==> src/rtl/prm_regarb_pkg.sv <==
// prm_regarb_pkg
// Shared definitions for the register-file write arbiter:
//   - default WIDTH/DEPTH/AW/NREQ parameter set
//   - rr_pick(): round-robin winner selection over up to MAX_NREQ requesters
// Optional build macro used by the arbiter top: PRM_REGARB_STAT_EN.
package prm_regarb_pkg;

  localparam int DEF_WIDTH = 8;
  localparam int DEF_DEPTH = 4;
  localparam int DEF_AW    = 2;
  localparam int DEF_NREQ  = 4;
  localparam int MAX_NREQ  = 8;

  typedef struct packed {
    logic       found;
    logic [2:0] idx;
  } rr_pick_t;

  // Scan last+1, last+2, ... (mod nreq) and return the first eligible index.
  // Bits of elig at or above nreq are ignored.
  function automatic rr_pick_t rr_pick(input logic [MAX_NREQ-1:0] elig,
                                       input logic [2:0]          last,
                                       input int                  nreq);
    rr_pick_t res;
    int       cand;
    res = '0;
    for (int k = 1; k <= MAX_NREQ; k++) begin
      cand = (int'(last) + k) % nreq;
      if ((k <= nreq) && !res.found && elig[cand[2:0]]) begin
        res.found = 1'b1;
        res.idx   = cand[2:0];
      end
    end
    return res;
  endfunction

endpackage

==> src/rtl/prm_register_ce.sv <==
// prm_register_ce
// One enable-gated storage register of the shared register file.
// Ports:
//   clk   - system clock
//   rst_n - asynchronous active-low reset, clears q
//   we    - write enable; d is captured on the rising edge when high
//   d     - write data
//   q     - stored value
module prm_register_ce #(
  parameter int WIDTH = 8
) (
  input  logic             clk,
  input  logic             rst_n,
  input  logic             we,
  input  logic [WIDTH-1:0] d,
  output logic [WIDTH-1:0] q
);

  always_ff @(posedge clk or negedge rst_n) begin
    if (!rst_n) begin
      q <= '0;
    end else if (we) begin
      q <= d;
    end
  end

endmodule

==> src/rtl/prm_regfile_wr_arbiter.sv <==
// prm_regfile_wr_arbiter
// Shares a DEPTH-entry register file between NREQ write requesters with
// round-robin arbitration; at most one write is granted per clock.
// Ports:
//   clk          - system clock
//   rst_n        - asynchronous active-low reset
//   req          - per-requester write request (level, held until granted)
//   waddr        - packed write addresses, requester i at [i*AW +: AW]
//   wdata        - packed write data, requester i at [i*WIDTH +: WIDTH]
//   gnt          - registered one-hot grant pulse
//   raddr        - read address
//   rdata        - combinational read of register raddr
//   busy         - registered; a request was left pending on the last edge
//   conflict_cnt - (only with PRM_REGARB_STAT_EN) saturating count of edges
//                  where two or more requesters were eligible
module prm_regfile_wr_arbiter
  import prm_regarb_pkg::*;
#(
  parameter int WIDTH = DEF_WIDTH,
  parameter int DEPTH = DEF_DEPTH,
  parameter int AW    = DEF_AW,
  parameter int NREQ  = DEF_NREQ
) (
  input  logic                  clk,
  input  logic                  rst_n,
  input  logic [NREQ-1:0]       req,
  input  logic [NREQ*AW-1:0]    waddr,
  input  logic [NREQ*WIDTH-1:0] wdata,
  output logic [NREQ-1:0]       gnt,
  input  logic [AW-1:0]         raddr,
  output logic [WIDTH-1:0]      rdata,
  output logic                  busy
`ifdef PRM_REGARB_STAT_EN
  ,
  output logic [15:0]           conflict_cnt
`endif
);

  logic [NREQ-1:0]     elig;
  logic [MAX_NREQ-1:0] elig_ext;
  rr_pick_t            pick;
  logic [NREQ-1:0]     win_onehot;
  logic [AW-1:0]       win_addr;
  logic [WIDTH-1:0]    win_data;
  logic [2:0]          last;
  logic [WIDTH-1:0]    regs [DEPTH];

  // A requester granted on the previous edge sits out one cycle so it can
  // drop req without being granted twice.
  assign elig = req & ~gnt;

  always_comb begin
    elig_ext             = '0;
    elig_ext[NREQ-1:0]   = elig;
    pick                 = rr_pick(elig_ext, last, NREQ);
    win_onehot           = '0;
    win_addr             = '0;
    win_data             = '0;
    // Loop-based mux keeps index widths matched for any NREQ.
    for (int i = 0; i < NREQ; i++) begin
      if (pick.found && (pick.idx == 3'(i))) begin
        win_onehot[i] = 1'b1;
        win_addr      = waddr[i*AW +: AW];
        win_data      = wdata[i*WIDTH +: WIDTH];
      end
    end
  end

  generate
    for (genvar gi = 0; gi < DEPTH; gi++) begin : g_reg
      logic we;
      assign we = pick.found && (win_addr == AW'(gi));
      prm_register_ce #(.WIDTH(WIDTH)) u_reg (
        .clk   (clk),
        .rst_n (rst_n),
        .we    (we),
        .d     (win_data),
        .q     (regs[gi])
      );
    end
  endgenerate

  // No bypass: a write becomes visible the cycle gnt is high.
  assign rdata = regs[raddr];

  always_ff @(posedge clk or negedge rst_n) begin
    if (!rst_n) begin
      gnt  <= '0;
      busy <= 1'b0;
      last <= 3'(NREQ - 1);  // requester 0 scans first after reset
    end else begin
      gnt  <= win_onehot;
      busy <= |(elig & ~win_onehot);
      if (pick.found) begin
        last <= pick.idx;
      end
    end
  end

`ifdef PRM_REGARB_STAT_EN
  logic multi_elig;
  // Clearing the lowest set bit leaves something only if two or more are set.
  assign multi_elig = |(elig & (elig - NREQ'(1)));

  always_ff @(posedge clk or negedge rst_n) begin
    if (!rst_n) begin
      conflict_cnt <= '0;
    end else if (multi_elig && (conflict_cnt != 16'hFFFF)) begin
      conflict_cnt <= conflict_cnt + 16'd1;
    end
  end
`endif

endmodule

==> config.mk <==
export PLATFORM = sky130hd
export DESIGN_NAME = prm_regfile_wr_arbiter
export DESIGN_NICKNAME = d
export VERILOG_FILES = /design/src/rtl/prm_regarb_pkg.sv /design/src/rtl/prm_register_ce.sv /design/src/rtl/prm_regfile_wr_arbiter.sv
export SDC_FILE = /design/constraint.sdc
export NUM_CORES = 1
export LEC_CHECK = 0
export CAP_MARGIN = 15
export CORE_MARGIN = 1.5
export CORE_UTILIZATION = 44
export CTS_CLUSTER_SIZE = 20
export DETAILED_ROUTE_END_ITERATION = 8
export PLACE_DENSITY = 0.76
export SKIP_CTS_REPAIR_TIMING = 1
export SYNTH_ARGS = -nofsm -noshare
export SYNTH_HDL_FRONTEND = slang
export SYNTH_SLANG_ARGS = --single-unit
export TNS_END_PERCENT = 20
==> constraint.sdc <==
create_clock -name clk -period 2.8 [get_ports clk]
set_input_delay 0.56 -clock clk [delete_from_list [all_inputs] [get_ports clk]]
set_output_delay 0.56 -clock clk [all_outputs]
set_load 0.01 [all_outputs]
After elaboration in Yosys (flattened, before gate mapping)

Index checks and enable logic that the tools add are counted.

$lt $le $gt $ge: 5
Mux-type cells: 27
Equal/unequal tests: 6
Add/sub/neg operators: 4
Reductions and logical operators: 21
Bitwise logic cells: 9

Operator list:

| kind                                                     | number |
|---|---|
| 2-to-1 mux 8 bit                                         | 6 |
| binary-select mux 8 bit (select 2 bit)                   | 1 |
| < comparator 3 x 4 -> 1 bit, second input constant       | 4 |
| 2-to-1 mux 4 bit                                         | 4 |
| binary-select mux 1 bit (select 3 bit)                   | 4 |
| logical AND 1 bit                                        | 11 |
| AND 4 bit                                                | 2 |
| 2-to-1 mux 1 bit                                         | 8 |
| 2-to-1 mux 2 bit                                         | 4 |
| inverter 4 bit                                           | 2 |
| OR reduction 2 bit                                       | 4 |
| equality test 3 x 2 -> 1 bit, second input constant      | 2 |
| adder 2 x 1 -> 2 bit, second input constant              | 2 |
| adder 2 bit, second input constant                       | 2 |
| AND 1 bit, first input constant                          | 4 |
| equality test 2 bit, second input constant               | 2 |
| OR reduction 4 bit                                       | 1 |
| equality test 3 x 1 -> 1 bit, second input constant      | 1 |
| greater-or-equal comparator 3 bit, second input constant | 1 |
| logical NOT 1 bit                                        | 3 |
| logical NOT 3 bit                                        | 1 |
| inverter 2 -> 3 bit                                      | 1 |
| equality test 2 x 1 -> 1 bit, second input constant      | 1 |
| logical NOT 2 bit                                        | 1 |

Bits of input ports: 48
Register bits after elaboration: 39

Depth between registers and ports, before layout

Gate-level depths: netlist of the first run.

Depth after elaboration: 23
Depth in mapped cells: 9

Cells and area by module

Synthesis of the first run repeated with hierarchy kept, for this count alone.

Cells, all modules: 174
Area, all modules: 2326.0 µm²

Modules (own cells, without submodules):

| module                 | seq. area each (µm²) | area an instance (µm²) | times used | cells an instance |
|---|---|---|---|---|
| prm_register_ce        | 200.2                | 331.6                  | 4          | 17 |
| prm_regfile_wr_arbiter | 177.7                | 999.7                  | 1          | 106 |

Worst setup path before layout of the first run

OpenSTA, ideal clock, no wires.

Path type: input-to-reg
From: in req[1]
To: reg g_reg[0].u_reg.q[0]
Stages: 7
Data arrival time: 2626 ps
Buffers on the path: 1
Path slack: 49 ps
Setup time: 125 ps
Cell sequence: nor2b_1 -> buf_6 -> a311o_1 -> o31a_1 -> or3_4 -> a211oi_4 -> mux2_4

Longest elaborated chain between the ends: 21
Elaborated cells on any way between the ends: 37
Classes of those cells: eq/ne (3); mux (20); bitwise (1); reduce/logical (13)

RTL lines:

| element                                | line                         | RTL |
|---|---|---|
| start, declared                        | prm_regfile_wr_arbiter.sv:26 | `input logic [NREQ-1:0] req,` |
| AND 4 bit (*)                          | prm_regfile_wr_arbiter.sv:50 | `assign elig = req & ~gnt;` |
| binary-select mux 1 bit (select 3 bit) | prm_regarb_pkg.sv:29         | `if ((k <= nreq) && !res.found && elig[cand[2:0]]) begin` |
| 2-to-1 mux 1 bit (not written as such) | prm_regarb_pkg.sv:29         |  |
| 2-to-1 mux 4 bit                       | prm_regarb_pkg.sv:29         |  |
| logical NOT 1 bit                      | prm_regarb_pkg.sv:29         |  |
| logical AND 1 bit                      | prm_regarb_pkg.sv:29         |  |
| 2-to-1 mux 4 bit                       | prm_regarb_pkg.sv:29         |  |
| logical NOT 1 bit                      | prm_regarb_pkg.sv:29         |  |
| (+2 left out)                          | --                           |  |
| logical NOT 1 bit                      | prm_regarb_pkg.sv:29         |  |
| logical AND 1 bit                      | prm_regarb_pkg.sv:29         |  |
| 2-to-1 mux 4 bit (*)                   | prm_regarb_pkg.sv:29         |  |
| logical NOT 3 bit                      | prm_regfile_wr_arbiter.sv:61 | `if (pick.found && (pick.idx == 3'(i))) begin` |
| logical AND 1 bit                      | prm_regfile_wr_arbiter.sv:61 |  |
| 2-to-1 mux 2 bit (4 in a row)          | prm_regfile_wr_arbiter.sv:61 |  |
| logical NOT 2 bit                      | prm_regfile_wr_arbiter.sv:72 | `assign we = pick.found && (win_addr == AW'(gi));` |
| logical AND 1 bit                      | prm_regfile_wr_arbiter.sv:72 |  |
| end signal, assigned                   | prm_register_ce.sv:21        | `q <= '0;` |
| end signal, assigned                   | prm_register_ce.sv:23        | `q <= d;` |
| end, declared                          | prm_register_ce.sv:16        | `output logic [WIDTH-1:0] q` |

Every way passes the cells marked *; elsewhere a longest branch is shown, timed or not. The select of a mux whose other input is x is not followed.
A chain may end at the register's enable or synchronous reset.

Worst setup path after layout of the first run

From: in raddr[0]
To: out rdata[0]

Longest elaborated chain between the ends: 4

RTL lines:

| element                                             | line                         | RTL |
|---|---|---|
| start, declared                                     | prm_regfile_wr_arbiter.sv:30 | `input logic [AW-1:0] raddr,` |
| inverter 2 -> 3 bit (not written as such)           | prm_regfile_wr_arbiter.sv:84 | `assign rdata = regs[raddr];` |
| binary-select mux 8 bit (select 2 bit)              | prm_regfile_wr_arbiter.sv:84 |  |
| 2-to-1 mux 8 bit (not written as such) (2 in a row) | prm_regfile_wr_arbiter.sv:84 |  |
| end, declared                                       | prm_regfile_wr_arbiter.sv:31 | `output logic [WIDTH-1:0] rdata,` |

No other way between the ends. The select of a mux whose other input is x is not followed.

==> results of run 1 <==
per-stage QoR:
step | hold slack [ps] | total power [uW] | setup TNS (ps) | instance area, um^2 | worst slack, ps
after floorplan | 264.4 | 2457 | 0 | 2364 | 49.21
after global placement | 465.2 | 3314 | -9280 | 3291 | -335.6
after detailed placement | 484.4 | 3382 | -10880 | 3291 | -388.9
after CTS | 399.2 | 3856 | -1230 | 3403 | -77.19
after global routing | 439.9 | 4187 | -167.3 | 3503 | -39.20
final | 370.4 | 3943 | 0 | 3503 | 40.65
cell families (layout without fill, tap and decap cells):
logic type | after synthesis | after routing | synth area share
buffers and inverters | 9 | 104 | 0.01905
adder cells (fa/ha/maj) | 2 | 2 | 0.008470
multiplexers | 64 | 64 | 0.3430
AND/OR/NAND/NOR | 48 | 48 | 0.1276
flip-flops | 39 | 39 | 0.4140
AO/OA/AOI/OAI | 27 | 27 | 0.08788
worst paths after layout:
path,start,end,slack (ps),cells past startpoint
min,rst_n,busy$_DFF_PN0_,370,1
min reg2reg,g_reg[3].u_reg.q[3]$_DFFE_PN0P_,g_reg[3].u_reg.q[3]$_DFFE_PN0P_,500,1
min in group clk,g_reg[3].u_reg.q[3]$_DFFE_PN0P_,g_reg[3].u_reg.q[3]$_DFFE_PN0P_,500,1
max reg2reg,last[1]$_DFFE_PN1P_,g_reg[0].u_reg.q[0]$_DFFE_PN0P_,110,7
max,raddr[0],rdata[0],40,4
max in group asynchronous,rst_n,g_reg[3].u_reg.q[2]$_DFFE_PN0P_,1880,1
sequential cells by signal, summed over array words and instances, names as in the netlist:
signal     count
g.u_reg.q     32
busy           1
gnt            4
last           2
worst max-delay path, cell delays in order:
cell and delay, ps:
clkdlybuf4s50_1 480, buf_4 160, mux4_2 500, clkdlybuf4s50_1 500
Yosys cell counts, drive strengths merged (2+ instances only):
| cell | n |
|---|---|
| nor2 | 5 |
| a21oi | 6 |
| and2 | 17 |
| o31ai | 2 |
| or3 | 2 |
| nor2b | 4 |
| mux4 | 8 |
| o21ai | 6 |
| maj3 | 2 |
| dfstp | 2 |
| clkbuf | 3 |
| nand2b | 4 |
| nand4 | 2 |
| nand3 | 2 |
| nor3 | 2 |
| and4 | 2 |
| buf | 5 |
| mux2i | 24 |
| nand2 | 3 |
| a211oi | 2 |
| dfrtp | 37 |
| mux2 | 32 |
area by class of cell:
cell class                 instances  area share
multi-input combinational        141      0.4082
clock inverter                     3     0.01250
inverter                           1    0.001071
timing repair buffer              95      0.2543
sequential                        39      0.2793
clock buffer                       5     0.01964
tap                               70     0.02500
power groups by stage:
stage          Clock, uW  Combinational, uW  Sequential (uW)
3_5_place_dp           0               2320             1070
6_report             469               2390             1080
2_1_floorplan          0               1460              994
4_1_cts              478               2320             1060
5_1_grt              501               2570             1120
3_3_place_gp           0               2260             1050
per-layer routing:
metal | wire [um] | part of all wire | vias up
met1 | 2582 | 0.43 | 924
met2 | 2914 | 0.48 | 89
met3 | 452 | 0.075 | 6
li1 | - | - | 907
met5 | 0 | 0 | -
met4 | 59 | 0.0098 | 0
==> metrics.md, run 1 <==
| Metric | Value |
|---|---|
| Outcome | `finished clean` |
| Cell Pwr Density | `between 1000 and 1500 mW/mm^2` |
| Worst-margin pin slew | `between 800 and 900 ps` |
| Hold Fails Final Rpt | `0` |
| Fillers | `402` |
| Logic gate share of total power | `0.607` |
| Startpoint Class | `primary input` |
| Vias | `1926` |
| Most common cell after layout, fill and taps aside | `clkdlybuf4s50_1` |
| Area delta synth->final | `48.23%` |
| Maximum clock frequency | `362.4 MHz` |
| Switching share of power | `0.3510` |
| Cells after synthesis | `189` |
| Clock latency at the later pin of the worst-skew pair | `around 290 ps` |
| Netlist cell types | `46` |
| Vias in the first global route | `1948` |
| Maximum clock path buffer count | `2` |
| Core box area | `0.005140 mm^2` |
| Vias per cell | `~5.4` |
| Biggest area consumer among synthesized cells | `dfrtp_1` |
| Root buffer cell | `clkbuf_8` |
| Largest net degree at the start of global routing | `40` |
| Post-Syn Nets | `237` |
| Asr flop ratio synth | `1.000` |
| Slew margin rel. | `0.4271` |
| Internal Power | `2559 uW` |
| Routed wire length per instance | `16.97 um` |
| Tot GR Track Use | `0.2174` |
| Final Slew Violations | `0` |
| Routed WL | `6009 um` |
| Die area | `0.005820 mm^2` |
| H-tree lvl count | `2` |
| Die height | `76.29 um` |
| Synthesized area per cell | `about 13 um^2` |
| Synthesized area | `approximately 0.0024 mm^2` |
| Share of the synthesized area in the top cell type | `0.3917` |
| Initial antenna violation count | `0` |
| Multi-input gate area | `roughly 0.0014 mm^2` |
| Post-placement cell count | `345` |
| EDFF count, synth | `0` |
| Drc violations | `0` |
| Met3 Use GR | `0.06347` |
| Net Switching | `1384 uW` |
| Crit-path max FO | `4` |
| Min-delay worst type | `in -> async` |
| Worst EP required | `about 2200 ps` |
| Cell Rows | `26` |
| Synth area leaders | `dfrtp_1, mux2_2, mux2i_1` |
| TritonCTS Buffers | `5` |
| Initial DRC count | `178` |
| Remaining global-route overflow | `0` |
| GRT met1 Usage | `0.2922` |
| Final setup violation count | `0` |
| Final Skew | `9.141 ps` |
| Port bufs | `60` |
| GR peak layer | `met2` |
| Reg clk slew, reported paths | `~80 ps` |
| Worst EP arrival | `2200 ps` |
| Static Leak | `0.001531 uW` |
| Chip width | `around 76 um` |
| Worst setup path class | `in -> out` |
| YS warnings | `0` |
| Diodes inserted | `0` |
| Clk pwr share | `0.119` |
| Seq/Total Area, Yosys | `0.4140` |
| Ratio of cells with drive above 1 in the final layout | `0.3662` |
| Top FF cell, synth | `dfrtp_1` |
| GR Util met2 | `0.3455` |
| Fin nets | `~330` |
| Drt first pass iters | `4` |
| Final design utilization | `0.6816` |
| Tcrit/Tclk final | `0.9855` |
| Final Critical Period | `~2800 ps` |
| Global-route wire length before repair | `roughly 9800 um` |
| CTS Sinks | `39` |
| Synthesized flop and latch total | `39` |
| Max-cap violations | `0` |
| I/O pin count | `61` |
| Register area | `978.4 um^2` |
| GP Congestion | `between 0.9 and 1` |
| Initial core utilization | `0.4598` |
| CTS tree | `yes` |
| DRT antenna net count | `0` |
| IR drop worst, VDD | `0.5115 mV` |
| Finished Layout Cells | `354` |
| Crit end category | `output pin` |
| HPWL Detailed | `4554 um` |
| Sequential power share | `0.274` |
| Most frequent cells in the layout | `clkdlybuf4s50_1, dfrtp_1, buf_4, mux2i_1, mux2_2` |
No activity file was read; power rests on OpenSTA's default activity.
==> inputs of run 2 (changes only) <==
- GPL_ROUTABILITY_DRIVEN: not set -> 0
==> run 2 against run 1 <==
Compared with the run above: flip-flop and latch count stayed put; largest cell class unchanged; die area stayed put; critical endpoint is now g_reg[0].u_reg.q[3]$_DFFE_PN0P_; via count is 1.6% lower; utilization is 0.75 points higher; routed wire length is 1.2% lower; combinational power is 2% higher; total power is 1.2% higher; critical path type is now in -> reg; design area is 1.1% higher; setup slack worse by 28 ps; global-route usage is 0.75 points lower.
==> metrics.md, run 2 (synthesized netlist as in run 1, its figures left out) <==
| Metric | Value |
|---|---|
| Outcome | `finished clean` |
| Worst-margin pin slew | `860.4 ps` |
| H-tree lvl count | `2` |
| Largest reg by FF count | `g.u_reg.q` |
| Clock latency at the later pin of the worst-skew pair | `290 ps` |
| Crit-path cells | `clkdlybuf4s50_1, nand2b_1, a311o_1, o31a_1, or3_4, a211oi_4, buf_12, mux2_4` |
| CTS Sinks | `39` |
| Most common cell after layout, fill and taps aside | `clkdlybuf4s50_1` |
| Finished Layout Cells | `353` |
| Vias per cell | `between 5 and 6` |
| Die height | `76.29 um` |
| Routed wire length per instance | `16.81 um` |
| Cell Pwr Density | `1126 mW/mm^2` |
| Final setup violation count | `0` |
| Static Leak | `0.001545 uW` |
| Max incr delay on CP | `approximately 500 ps` |
| DRT antenna net count | `0` |
| Global-route wire length before repair | `9666 um` |
| Final Slew Violations | `0` |
| Drc violations | `0` |
| Final Skew | `between 6 and 7 ps` |
| Worst path slowest cell | `clkdlybuf4s50_1` |
| Diodes inserted | `0` |
| Crit-path max FO | `8` |
| Worst EP arrival | `2970 ps` |
| Setup TNS | `0 ps` |
| Max-cap violations | `0` |
| I/O pin count | `61` |
| Initial DRC count | `around 120` |
| Crit end category | `flop` |
| Routed WL | `between 5000 and 6000 um` |
| Final design utilization | `0.6891` |
| CP delay by family, top | `compound AO/OA/AOI/OAI gates` |
| Final Critical Period | `about 2800 ps` |
| Chip width | `76.29 um` |
| Initial antenna violation count | `0` |
| RSZ-0062 raised after global routing | `true` |
| Area delta synth->final | `49.87%` |
| Root buffer cell | `clkbuf_8` |
| CTS tree | `yes` |
| Ratio of cells with drive above 1 in the final layout | `0.3675` |
| Biggest regs | `g.u_reg.q: 32 flops, gnt: 4 flops, last: 2 flops` |
| IR drop worst, VDD | `0.5212 mV` |
| Largest net degree at the start of global routing | `40` |
| Hold Fails Final Rpt | `0` |
| HPWL Detailed | `4280 um` |
| Most frequent cells in the layout | `clkdlybuf4s50_1, dfrtp_1, buf_4, mux2i_1, mux2_2` |
| Worst EP required | `a little under 3000 ps` |
| Placed Area | `0.003291 mm^2` |
| Worst setup path class | `in -> reg` |
| Fin nets | `330` |
| Initial core utilization | `0.4598` |
| Startpoint Class | `primary input` |
| Drt first pass iters | `4` |
| Slew margin rel. | `0.4264` |
| Post-placement cell count | `345` |
| Post-route cell area | `~0.0035 mm^2` |
| Port bufs | `60` |
| Remaining global-route overflow | `0` |
| Maximum clock frequency | `between 300 and 400 MHz` |
| Vias in the first global route | `1918` |
| Maximum clock path buffer count | `2` |
| Core box area | `0.005140 mm^2` |
| Min-delay worst type | `in -> async` |
| Tot GR Track Use | `0.2099` |
| Cell Rows | `26` |
| Die area | `0.005820 mm^2` |
| Buffers & Inverters on Critical Path | `2` |
| Max reg flops | `32` |
| Reg clk slew, reported paths | `80 ps` |
| Vias | `1895` |
| TritonCTS Buffers | `5` |
| Tcrit/Tclk final | `0.9954` |
==> run 2: area by class of cell <==
type | count | area [um^2]
repair buffers | 94 | 889.6
clock inverters | 3 | 43.79
well taps | 70 | 87.58
clock buffers | 5 | 68.82
fillers | 392 | 1598
inverters | 1 | 3.754
flip-flops and latches | 39 | 978.4
multi-input cells | 141 | 1470
==> run 2: power by group <==
part	leakage (uW)	internal, uW	switching [uW]	total, uW
registers	0.000468	871	210	1080
clock network	0.0000581	265	200	466
logic	0.00102	1450	995	2440
total	0.00155	2580	1410	3990
==> run 2: final timing paths <==
path                                                    to  slack (ps)                       startpoint  cells after the start
max reg2reg                g_reg[0].u_reg.q[3]$_DFFE_PN0P_          70              last[1]$_DFFE_PN1P_                      7
min reg2reg                g_reg[3].u_reg.q[2]$_DFFE_PN0P_         490  g_reg[3].u_reg.q[2]$_DFFE_PN0P_                      1
max in group asynchronous  g_reg[3].u_reg.q[1]$_DFFE_PN0P_        1880                            rst_n                      1
max                        g_reg[0].u_reg.q[3]$_DFFE_PN0P_          10                           req[0]                      8
min in group clk           g_reg[3].u_reg.q[2]$_DFFE_PN0P_         490  g_reg[3].u_reg.q[2]$_DFFE_PN0P_                      1
min                                         busy$_DFF_PN0_         380                            rst_n                      1
==> run 2: layer usage <==
metal  wire (um)  track usage  up-vias
met5           0            0        -
met4         128      0.07222        0
met3         324      0.03114        9
met2        2782       0.3330       66
met1        2699       0.2939      927
li1            -            -      893
==> run 2: metrics by stage <==
| stage | hold slack (ps) | setup WS, ps | total power [uW] |
|---|---|---|---|
| floorplan | 264.4 | 49.21 | 2457 |
| global placement | 463.6 | -344.6 | 3307 |
| detailed placement | 474.7 | -388.6 | 3356 |
| CTS | 412.2 | -75.90 | 3835 |
| global route | 449.8 | -46.06 | 4229 |
| finish | 377.0 | 12.84 | 3990 |
